### src/rtl/seq_multiplier_pkg.sv
// Shared types and constants for the shift-add sequential multiplier.
// Latency: n/a (declarations only).
// Backpressure: n/a.
package seq_multiplier_pkg;

  // Default operand width in bits.
  localparam int DEFAULT_N = 18;

  // Controller states: wait for start, iterate N times, one-cycle completion.
  typedef enum logic [1:0] {
    IDLE = 2'd0,
    RUN  = 2'd1,
    DONE = 2'd2
  } state_t;

endpackage

### src/rtl/seq_multiplier_if.sv
// Request/result bundle between a multiply requester and seq_multiplier.
// Latency: n/a (wires only).
// Backpressure: none; start is only accepted while the multiplier is idle.
// Ports (signals):
//   start   - request a multiply (master -> slave)
//   a, b    - unsigned operands, N bits each (master -> slave)
//   busy    - multiplier is iterating (slave -> master)
//   done    - one-cycle completion strobe (slave -> master)
//   product - last completed 2N-bit product (slave -> master)
interface seq_multiplier_if
  import seq_multiplier_pkg::*;
#(
  parameter int N = DEFAULT_N
) ();

  logic           start;
  logic [N-1:0]   a;
  logic [N-1:0]   b;
  logic           busy;
  logic           done;
  logic [2*N-1:0] product;

  modport master (
    output start, a, b,
    input  busy, done, product
  );

  modport slave (
    input  start, a, b,
    output busy, done, product
  );

endinterface

### src/rtl/seq_multiplier_adderN.sv
// N-bit ripple-carry adder used for the multiplier's add step.
// Latency: purely combinational.
// Backpressure: n/a.
// Ports: a_i, b_i - addends; cin_i - carry in; sum_o - N-bit sum; cout_o - carry out.
module adderN
  import seq_multiplier_pkg::*;
#(
  parameter int N = DEFAULT_N
) (
  input  logic [N-1:0] a_i,
  input  logic [N-1:0] b_i,
  input  logic         cin_i,
  output logic [N-1:0] sum_o,
  output logic         cout_o
);

  // Carry is walked bit by bit through a block-local variable so the chain
  // stays a simple ripple without a self-referencing vector net.
  always_comb begin
    logic carry;
    carry = cin_i;
    sum_o = '0;
    for (int i = 0; i < N; i++) begin
      sum_o[i] = a_i[i] ^ b_i[i] ^ carry;
      carry    = (a_i[i] & b_i[i]) | (carry & (a_i[i] ^ b_i[i]));
    end
    cout_o = carry;
  end

endmodule

### src/rtl/seq_multiplier.sv
// Unsigned N x N sequential shift-add multiplier producing a 2N-bit product.
// Latency: N cycles from accepted start to done; N+2 cycles per operation back to back.
// Backpressure: start is sampled only in IDLE; starts during RUN/DONE are dropped, not queued.
// Ports:
//   clk   - clock, rising edge
//   rst_n - asynchronous active-low reset
//   mul   - slave side of seq_multiplier_if (start/a/b in, busy/done/product out)
module seq_multiplier
  import seq_multiplier_pkg::*;
#(
  parameter int N = DEFAULT_N
) (
  input  logic             clk,
  input  logic             rst_n,
  seq_multiplier_if.slave  mul
);

  localparam int            CW   = $clog2(N);
  localparam logic [CW-1:0] LAST = CW'(N - 1);

  state_t         state_q;
  logic [2*N-1:0] p_q;        // {partial sum, remaining multiplier bits}
  logic [N-1:0]   m_q;        // latched multiplicand
  logic [CW-1:0]  cnt_q;      // iterations completed in this run
  logic           busy_q;
  logic           done_q;
  logic [2*N-1:0] product_q;

  logic [N-1:0]   sum;
  logic           cout;
  logic [2*N-1:0] p_d;

  adderN #(
    .N (N)
  ) u_adder (
    .a_i    (p_q[2*N-1:N]),
    .b_i    (m_q),
    .cin_i  (1'b0),
    .sum_o  (sum),
    .cout_o (cout)
  );

  // One shift-add step: add the multiplicand into the upper half when the
  // current multiplier LSB is set, then shift right with the carry entering
  // at the top so no bit of the exact 2N-bit result is lost.
  always_comb begin
    if (p_q[0]) begin
      p_d = {cout, sum, p_q[N-1:1]};
    end else begin
      p_d = {1'b0, p_q[2*N-1:1]};
    end
  end

  // Controller with registered busy/done so neither has a path from start.
  always_ff @(posedge clk or negedge rst_n) begin
    if (!rst_n) begin
      state_q   <= IDLE;
      p_q       <= '0;
      m_q       <= '0;
      cnt_q     <= '0;
      busy_q    <= 1'b0;
      done_q    <= 1'b0;
      product_q <= '0;
    end else begin
      case (state_q)
        IDLE: begin
          done_q <= 1'b0;
          if (mul.start) begin
            p_q     <= {{N{1'b0}}, mul.b};
            m_q     <= mul.a;
            cnt_q   <= '0;
            busy_q  <= 1'b1;
            state_q <= RUN;
          end
        end
        RUN: begin
          p_q   <= p_d;
          cnt_q <= cnt_q + CW'(1);
          if (cnt_q == LAST) begin
            // Final step: publish this step's result directly so product is
            // valid in the same cycle done rises.
            product_q <= p_d;
            busy_q    <= 1'b0;
            done_q    <= 1'b1;
            state_q   <= DONE;
          end
        end
        DONE: begin
          done_q  <= 1'b0;
          state_q <= IDLE;
        end
        default: begin
          busy_q  <= 1'b0;
          done_q  <= 1'b0;
          state_q <= IDLE;
        end
      endcase
    end
  end

  assign mul.busy    = busy_q;
  assign mul.done    = done_q;
  assign mul.product = product_q;

endmodule

### src/flat_wrapper.sv
// flat-port wrapper written by rule: the top's interface ports become plain ports
module seq_multiplier_flat import seq_multiplier_pkg::*;
#(
  parameter int N = DEFAULT_N
)
  (clk, rst_n, mul_start, mul_a, mul_b, mul_busy, mul_done, mul_product);
  seq_multiplier_if #(.N(N)) mul_i ();
  input  logic clk;
  input  logic rst_n;
  input wire logic [$bits(mul_i.start)-1:0] mul_start;
  input wire logic [$bits(mul_i.a)-1:0] mul_a;
  input wire logic [$bits(mul_i.b)-1:0] mul_b;
  output wire logic [$bits(mul_i.busy)-1:0] mul_busy;
  output wire logic [$bits(mul_i.done)-1:0] mul_done;
  output wire logic [$bits(mul_i.product)-1:0] mul_product;
  assign mul_i.start = mul_start;
  assign mul_i.a = mul_a;
  assign mul_i.b = mul_b;
  assign mul_busy = mul_i.busy;
  assign mul_done = mul_i.done;
  assign mul_product = mul_i.product;
  seq_multiplier #(.N(N)) u_core (.clk(clk), .rst_n(rst_n), .mul(mul_i));
endmodule
### config.mk
export PLATFORM = sky130hd
export DESIGN_NAME = seq_multiplier_flat
export DESIGN_NICKNAME = d
export VERILOG_FILES = /design/src/rtl/seq_multiplier_pkg.sv /design/src/rtl/seq_multiplier_if.sv /design/src/rtl/seq_multiplier_adderN.sv /design/src/rtl/seq_multiplier.sv /design/src/flat_wrapper.sv
export SDC_FILE = /design/constraint.sdc
export NUM_CORES = 1
export LEC_CHECK = 0
export BUFFER_PORTS_ARGS = -buffer_cell sky130_fd_sc_hd__clkbuf_2
export CAP_MARGIN = 20
export CORE_MARGIN = 8
export CORE_UTILIZATION = 60
export DETAILED_ROUTE_END_ITERATION = 7
export PLACE_DENSITY = 0.84
export REMOVE_ABC_BUFFERS = 1
export SKIP_LAST_GASP = 1
export SYNTH_ARGS = -nofsm -noshare
export SYNTH_HDL_FRONTEND = slang
export SYNTH_SLANG_ARGS = --single-unit
### constraint.sdc
create_clock -name clk -period 16.5 [get_ports clk]
set_input_delay 1.65 -clock clk [delete_from_list [all_inputs] [get_ports clk]]
set_output_delay 1.65 -clock clk [all_outputs]
set_load 0.03 [all_outputs]
-- Word level (Yosys, flattened, before mapping)
Cells that the tools add are included.
- $add $sub $neg: 1
- equality and inequality tests: 5
- mux-type cells: 13
- bitwise logic cells: 88
- reductions and logical operators: 7
- operators with widths (kind ; number):
    $mux 36 ; 2
    $pmux 36 s2 ; 1
    $and 1x1->1 ; 35
    $xor 1x1->1 ; 35
    $or 1x1->1 ; 17
    $pmux 5 s2 ; 1
    $reduce_and 2->1 ; 4
    $add 5x1->5 const B ; 1
    $eq 5x5->1 const B ; 1
    $mux 5 ; 1
    $mux 1 ; 4
    $mux 2 ; 2
    $pmux 2 s2 ; 1
    $pmux 1 s3 ; 1
    $reduce_and 3->1 ; 1
    $eq 2x1->1 const B ; 1
    $eq 2x2->1 const B ; 1
    $logic_not 2->1 ; 1
    $ne 2x1->1 const B ; 1
    $ne 2x2->1 const B ; 1
    $reduce_bool 2->1 ; 1
    $not 1->1 ; 1
- flip-flop bits (word level): 99
- input port bits: 39
- output and inout bits: 38
- logic and storage cells: 121

-- Depth between registers and ports, before layout
- depth in word-level cells: 37
- gate-level depth with buffers: 27
- depth with buffers taken out: 27

-- Modules after synthesis
A second synthesis with hierarchy kept.
- cell total of the unflattened synthesis: 375
- area total of the unflattened synthesis: 4619.4 um^2
- by module, submodules not included (module ; instances ; cells each ; area each (um^2) ; sequential area each (um^2)):
    seq_multiplier ; 1 ; 347 ; 4221.5 ; 2477.4
    adderN ; 1 ; 28 ; 397.9 ; 0.0

-- Least setup slack after synthesis
Ideal clock, no wire load.
- path kind: flip-flop to flip-flop
- start: register u_core.p_q[18]
- end: register u_core.product_q[34], in the netlist u_core.mul.product[34]
- setup time: 0.125 ns
- arrival: 7.504 ns
- data required time: 16.375 ns
- setup slack: 8.872 ns
- stages on the path, launching flop included: 27
- path buffers: 0
- period minus slack after synthesis: 7.628 ns
- cells stage by stage: dfrtp_1 -> ha_1 -> fa_1 -> fa_1 -> inv_1 -> fa_1 -> fa_1 -> fa_1 -> inv_1 -> fa_1 -> inv_1 -> fa_1 -> fa_1 -> fa_1 -> fa_1 -> fa_1 -> fa_1 -> fa_1 -> inv_1 -> fa_1 -> fa_1 -> inv_1 -> fa_1 -> inv_1 -> fa_1 -> mux2_2 -> mux2_2
- longest elaborated chain between the ends: 35
- RTL lines (what ; RTL line ; source):
    from (decl) ; seq_multiplier.sv:22 ; logic [2*N-1:0] p_q;
    from (signal assigned) ; seq_multiplier.sv:69 ; p_q <= {{N{1'b0}}, mul.b};
    from (signal assigned) ; seq_multiplier.sv:77 ; p_q <= p_d;
    $and 1x1->1 (2 in a row) ; seq_multiplier_adderN.sv:25 ; carry = (a_i[i] & b_i[i]) | (carry & (a_i[i] ^ b_i[i]));
    $or 1x1->1 ; seq_multiplier_adderN.sv:25 ;
    $and 1x1->1 ; seq_multiplier_adderN.sv:25 ;
    $or 1x1->1 ; seq_multiplier_adderN.sv:25 ;
    $and 1x1->1 ; seq_multiplier_adderN.sv:25 ;
    $or 1x1->1 ; seq_multiplier_adderN.sv:25 ;
    $and 1x1->1 ; seq_multiplier_adderN.sv:25 ;
    $or 1x1->1 ; seq_multiplier_adderN.sv:25 ;
    [... 18 more ...] ; -- ;
    $and 1x1->1 ; seq_multiplier_adderN.sv:25 ;
    $or 1x1->1 ; seq_multiplier_adderN.sv:25 ;
    $and 1x1->1 ; seq_multiplier_adderN.sv:25 ;
    $or 1x1->1 ; seq_multiplier_adderN.sv:25 ;
    $and 1x1->1 ; seq_multiplier_adderN.sv:25 ;
    $or 1x1->1 ; seq_multiplier_adderN.sv:25 ;
    $xor 1x1->1 ; seq_multiplier_adderN.sv:24 ; sum_o[i] = a_i[i] ^ b_i[i] ^ carry;
    $mux 36 ; seq_multiplier.sv:47 ; if (p_q[0]) begin
    to (signal assigned) ; seq_multiplier.sv:82 ; product_q <= p_d;
    to (decl) ; seq_multiplier.sv:27 ; logic [2*N-1:0] product_q;
Every way passes these cells.
A chain may end at the register's enable or synchronous reset.

-- Final worst setup path
Same ends and word-level chain as after synthesis.

==> flow_summary.toml <==
[global_routing]
grt_pass1_wl_um = 15800
grt.total_usage = 0.192
grt_max_degree = 62
grt_overflow_total = 0
grt_pass1_vias = 3330
grt_antenna_before_repair = 0

[power]
leakage_nw = 2.51
power_switching_w = 0.000508
cellPowerDensity_nw_per_um2 = 225
swShare = 0.434
p_comb_frac = 0.469
power_frac_clock = 0.152
p_total_w = 0.00117
max-vdd-ir-drop_mv = 0.129
internal-power_w = 0.000664
power_frac_seq = 0.380

[place]
dp_slack_ns = 8.54
dpl.cell_count = 565
gp_congestion = 0.767
dp_hpwl_um = 6490
port_buffers = 76
placed_area_um2 = 4980

[timing]
finClkSkew_ns = 0.0103
fmax_ghz = 0.126
worstMarginPinSlew_ns = 1.09
min_period_over_period = 0.483
slew_headroom = 0.273
finalSetupViolCount = 0
setup_slack_ns = 8.54
hold_viol = 0
rsz0062_at_grt = "no"
tns_ns = 0
slew_violations = 0
fin_crit_ns = 7.96

[worst_setup_path]
reg2reg_slack_ns = 8.54
cp-start-kind = "flip-flop"
r2r_start = "u_core.p_q[18]"
cp-end-kind = "flip-flop"
crit_type = "flip-flop to flip-flop"
critPathLaunch = "u_core.p_q[18]"
crit_fanout = 3
required_ns = 16.75
arrival_ns = 8.21

[routing]
wl_um = 9650
antenna_left = 0
first_pass_iters = 5
viasPerCell = 5.50
met1_length_um = 4070
wl_met3_um = 623
wire_per_inst_um = 16.6
dr_wl_met2_um = 4780
drc = 0
drt_iter0_drc = 248
vias = 3195
top_layer = "met4"

[clocking]
cts_tree = "done"
cts.sinks = 99
path_clk_slew_ns = 0.10
clk_latency_ns = 0.36
numCtsBuffers = 9
post_cts_buffers = 0
cts_hold_buf = 0
cts_resized = 0
clockBufferDepth = 2
cts-root-buf = "clkbuf_8"
cts_max_level = 3

[yosys]
yosys.area.top_type_share = 0.541
syn_avg_cell_area_um2 = 11.2
synth_cell_type_count = 32
yosys_warnings = 0
synth-seq-cells = 99
yosysSeqAreaShare = 0.541
synth_area_leader_cell = "dfrtp_1"
synthTopCellsByArea = "dfrtp_1, fa_1, mux2_4"
syn_area_um2 = 4580
synthCells = 411

[floorplan]
core_um2 = 7570
die_height_um = 103
dieArea_um2 = 10700
start_util = 0.606
row_count = 32
pin_count = 77
die_w_um = 103

[final_layout]
drive_gt1_frac = 0.269
area_delta_synth_final_pct = 13.6
diodes = 0
fillers = 569
fin_cells = 581
fin_area_um2 = 5210
nets = 533

[run]
maxCapViolCount = 0

[min_path]
holdCritStartpoint = "u_core.cnt_q[4]"
hold_class = "flip-flop to flip-flop"

[status]
status = "finished clean"
-- critical path, cell delays in order, from the launching register on --
cell     delay (ns)
dfrtp_1        0.39
ha_1           0.19
fa_1           0.22
fa_1           0.18
inv_1          0.05
fa_1           0.44
fa_1           0.46
fa_1           0.44
inv_1          0.09
fa_1           0.17
inv_1          0.05
fa_1           0.45
fa_1           0.46
fa_1           0.46
fa_1           0.48
fa_1           0.47
fa_1           0.46
fa_1           0.43
inv_1          0.09
fa_1           0.20
fa_1           0.18
inv_1          0.06
fa_1           0.41
inv_1          0.09
fa_1           0.39
mux2_2         0.28
mux2_2         0.26
-- kinds of logic (layout without fill, tap and decap cells) --
group / Yosys count / after routing / share of synthesized area
multiplexers: 41 / 41 / 0.110
adder cells (fa/ha/maj): 20 / 20 / 0.0824
flip-flops: 99 / 99 / 0.541
AND/OR/NAND/NOR: 107 / 107 / 0.105
AO/OA/AOI/OAI: 81 / 81 / 0.101
buffers and inverters: 63 / 131 / 0.0614
-- routing by layer --
metal | vias up | global-route usage
met5 | - | 0
met4 | 0 | 0.0745
met2 | 108 | 0.313
met3 | 19 | 0.0415
li1 | 1499 | -
met1 | 1569 | 0.246
-- through the flow --
| stage | hold slack [ns] | util |
|---|---|---|
| after global placement | 0.452 | 0.658 |
| after floorplan | 0.437 | - |
| after CTS | 0.505 | 0.688 |
| after detailed placement | 0.488 | 0.658 |
| after global routing | 0.522 | 0.688 |
| final | 0.491 | 0.688 |
-- flip-flops by register name, summed over array words and instances, names as in the netlist --
signal              count
u_core.cnt_q            5
u_core.mul.done         1
u_core.m_q             18
u_core.state_q          2
u_core.p_q             36
u_core.mul.product     36
u_core.mul.busy         1
-- area by class of cell --
class / count / area, um^2 / area share
Inverter: 36 / 135 / 0.0259
Clock buffer: 9 / 124 / 0.0238
Sequential cell: 99 / 2480 / 0.476
Multi-Input combinational cell: 249 / 1830 / 0.352
Tap cell: 102 / 128 / 0.0245
Clock inverter: 7 / 105 / 0.0202
Timing Repair Buffer: 79 / 405 / 0.0778
-- layout by cell type (no fill, tap or decap), drive strengths merged, types with 4 or more instances in the layout --
cell type  count
buf            4
nand2         45
mux2          29
o22ai         17
clkbuf        84
o21ai         32
nor2          36
nand3         18
a21oi         14
a31oi         11
dfrtp         99
mux2i         12
fa            17
inv           40
-- synthesized netlist by cell type --
| master | n |
|---|---|
| buf_2 | 18 |
| mux2_2 | 14 |
| nand2b_1 | 1 |
| o2bb2ai_1 | 2 |
| o21ai_1 | 1 |
| ha_1 | 3 |
| nor3b_2 | 1 |
| or3b_1 | 1 |
| nand2_8 | 1 |
| a21oi_1 | 14 |
| a31oi_1 | 11 |
| mux2i_1 | 12 |
| and4bb_1 | 1 |
| o21ai_0 | 31 |
| o21ba_2 | 1 |
| o31ai_1 | 1 |
| buf_6 | 3 |
| o22ai_1 | 17 |
| o211ai_1 | 1 |
| fa_1 | 17 |
| nand2_1 | 44 |
| mux2_4 | 15 |
| dfrtp_1 | 99 |
| nor2_1 | 36 |
| inv_1 | 36 |
| and2_1 | 1 |
| clkbuf_1 | 6 |
| o32ai_1 | 1 |
| nand3_1 | 18 |
| o21a_1 | 1 |
| nand4_1 | 2 |
| and2b_4 | 1 |
-- power by group through the flow --
stage	clock network (W)	registers (W)	logic, W
CTS	0.000181	0.000445	0.000556
global route	0.000190	0.000461	0.000616
detailed placement	0	0.000448	0.000551
floorplan	0	0.000508	0.000326
global placement	0	0.000440	0.000520
finish	0.000178	0.000445	0.000549
-- worst paths after layout --
kind / to / cells after the start
worst max-delay path: u_core.mul.product[34] / 26
worst min-delay path: u_core.cnt_q[4] / 1
worst max register to register: u_core.mul.product[34] / 26
worst min register to register: u_core.cnt_q[4] / 1
max in group asynchronous: u_core.p_q[24] / 2
min in group asynchronous: u_core.mul.product[8] / 1
Power figures use the tool's default switching activity.
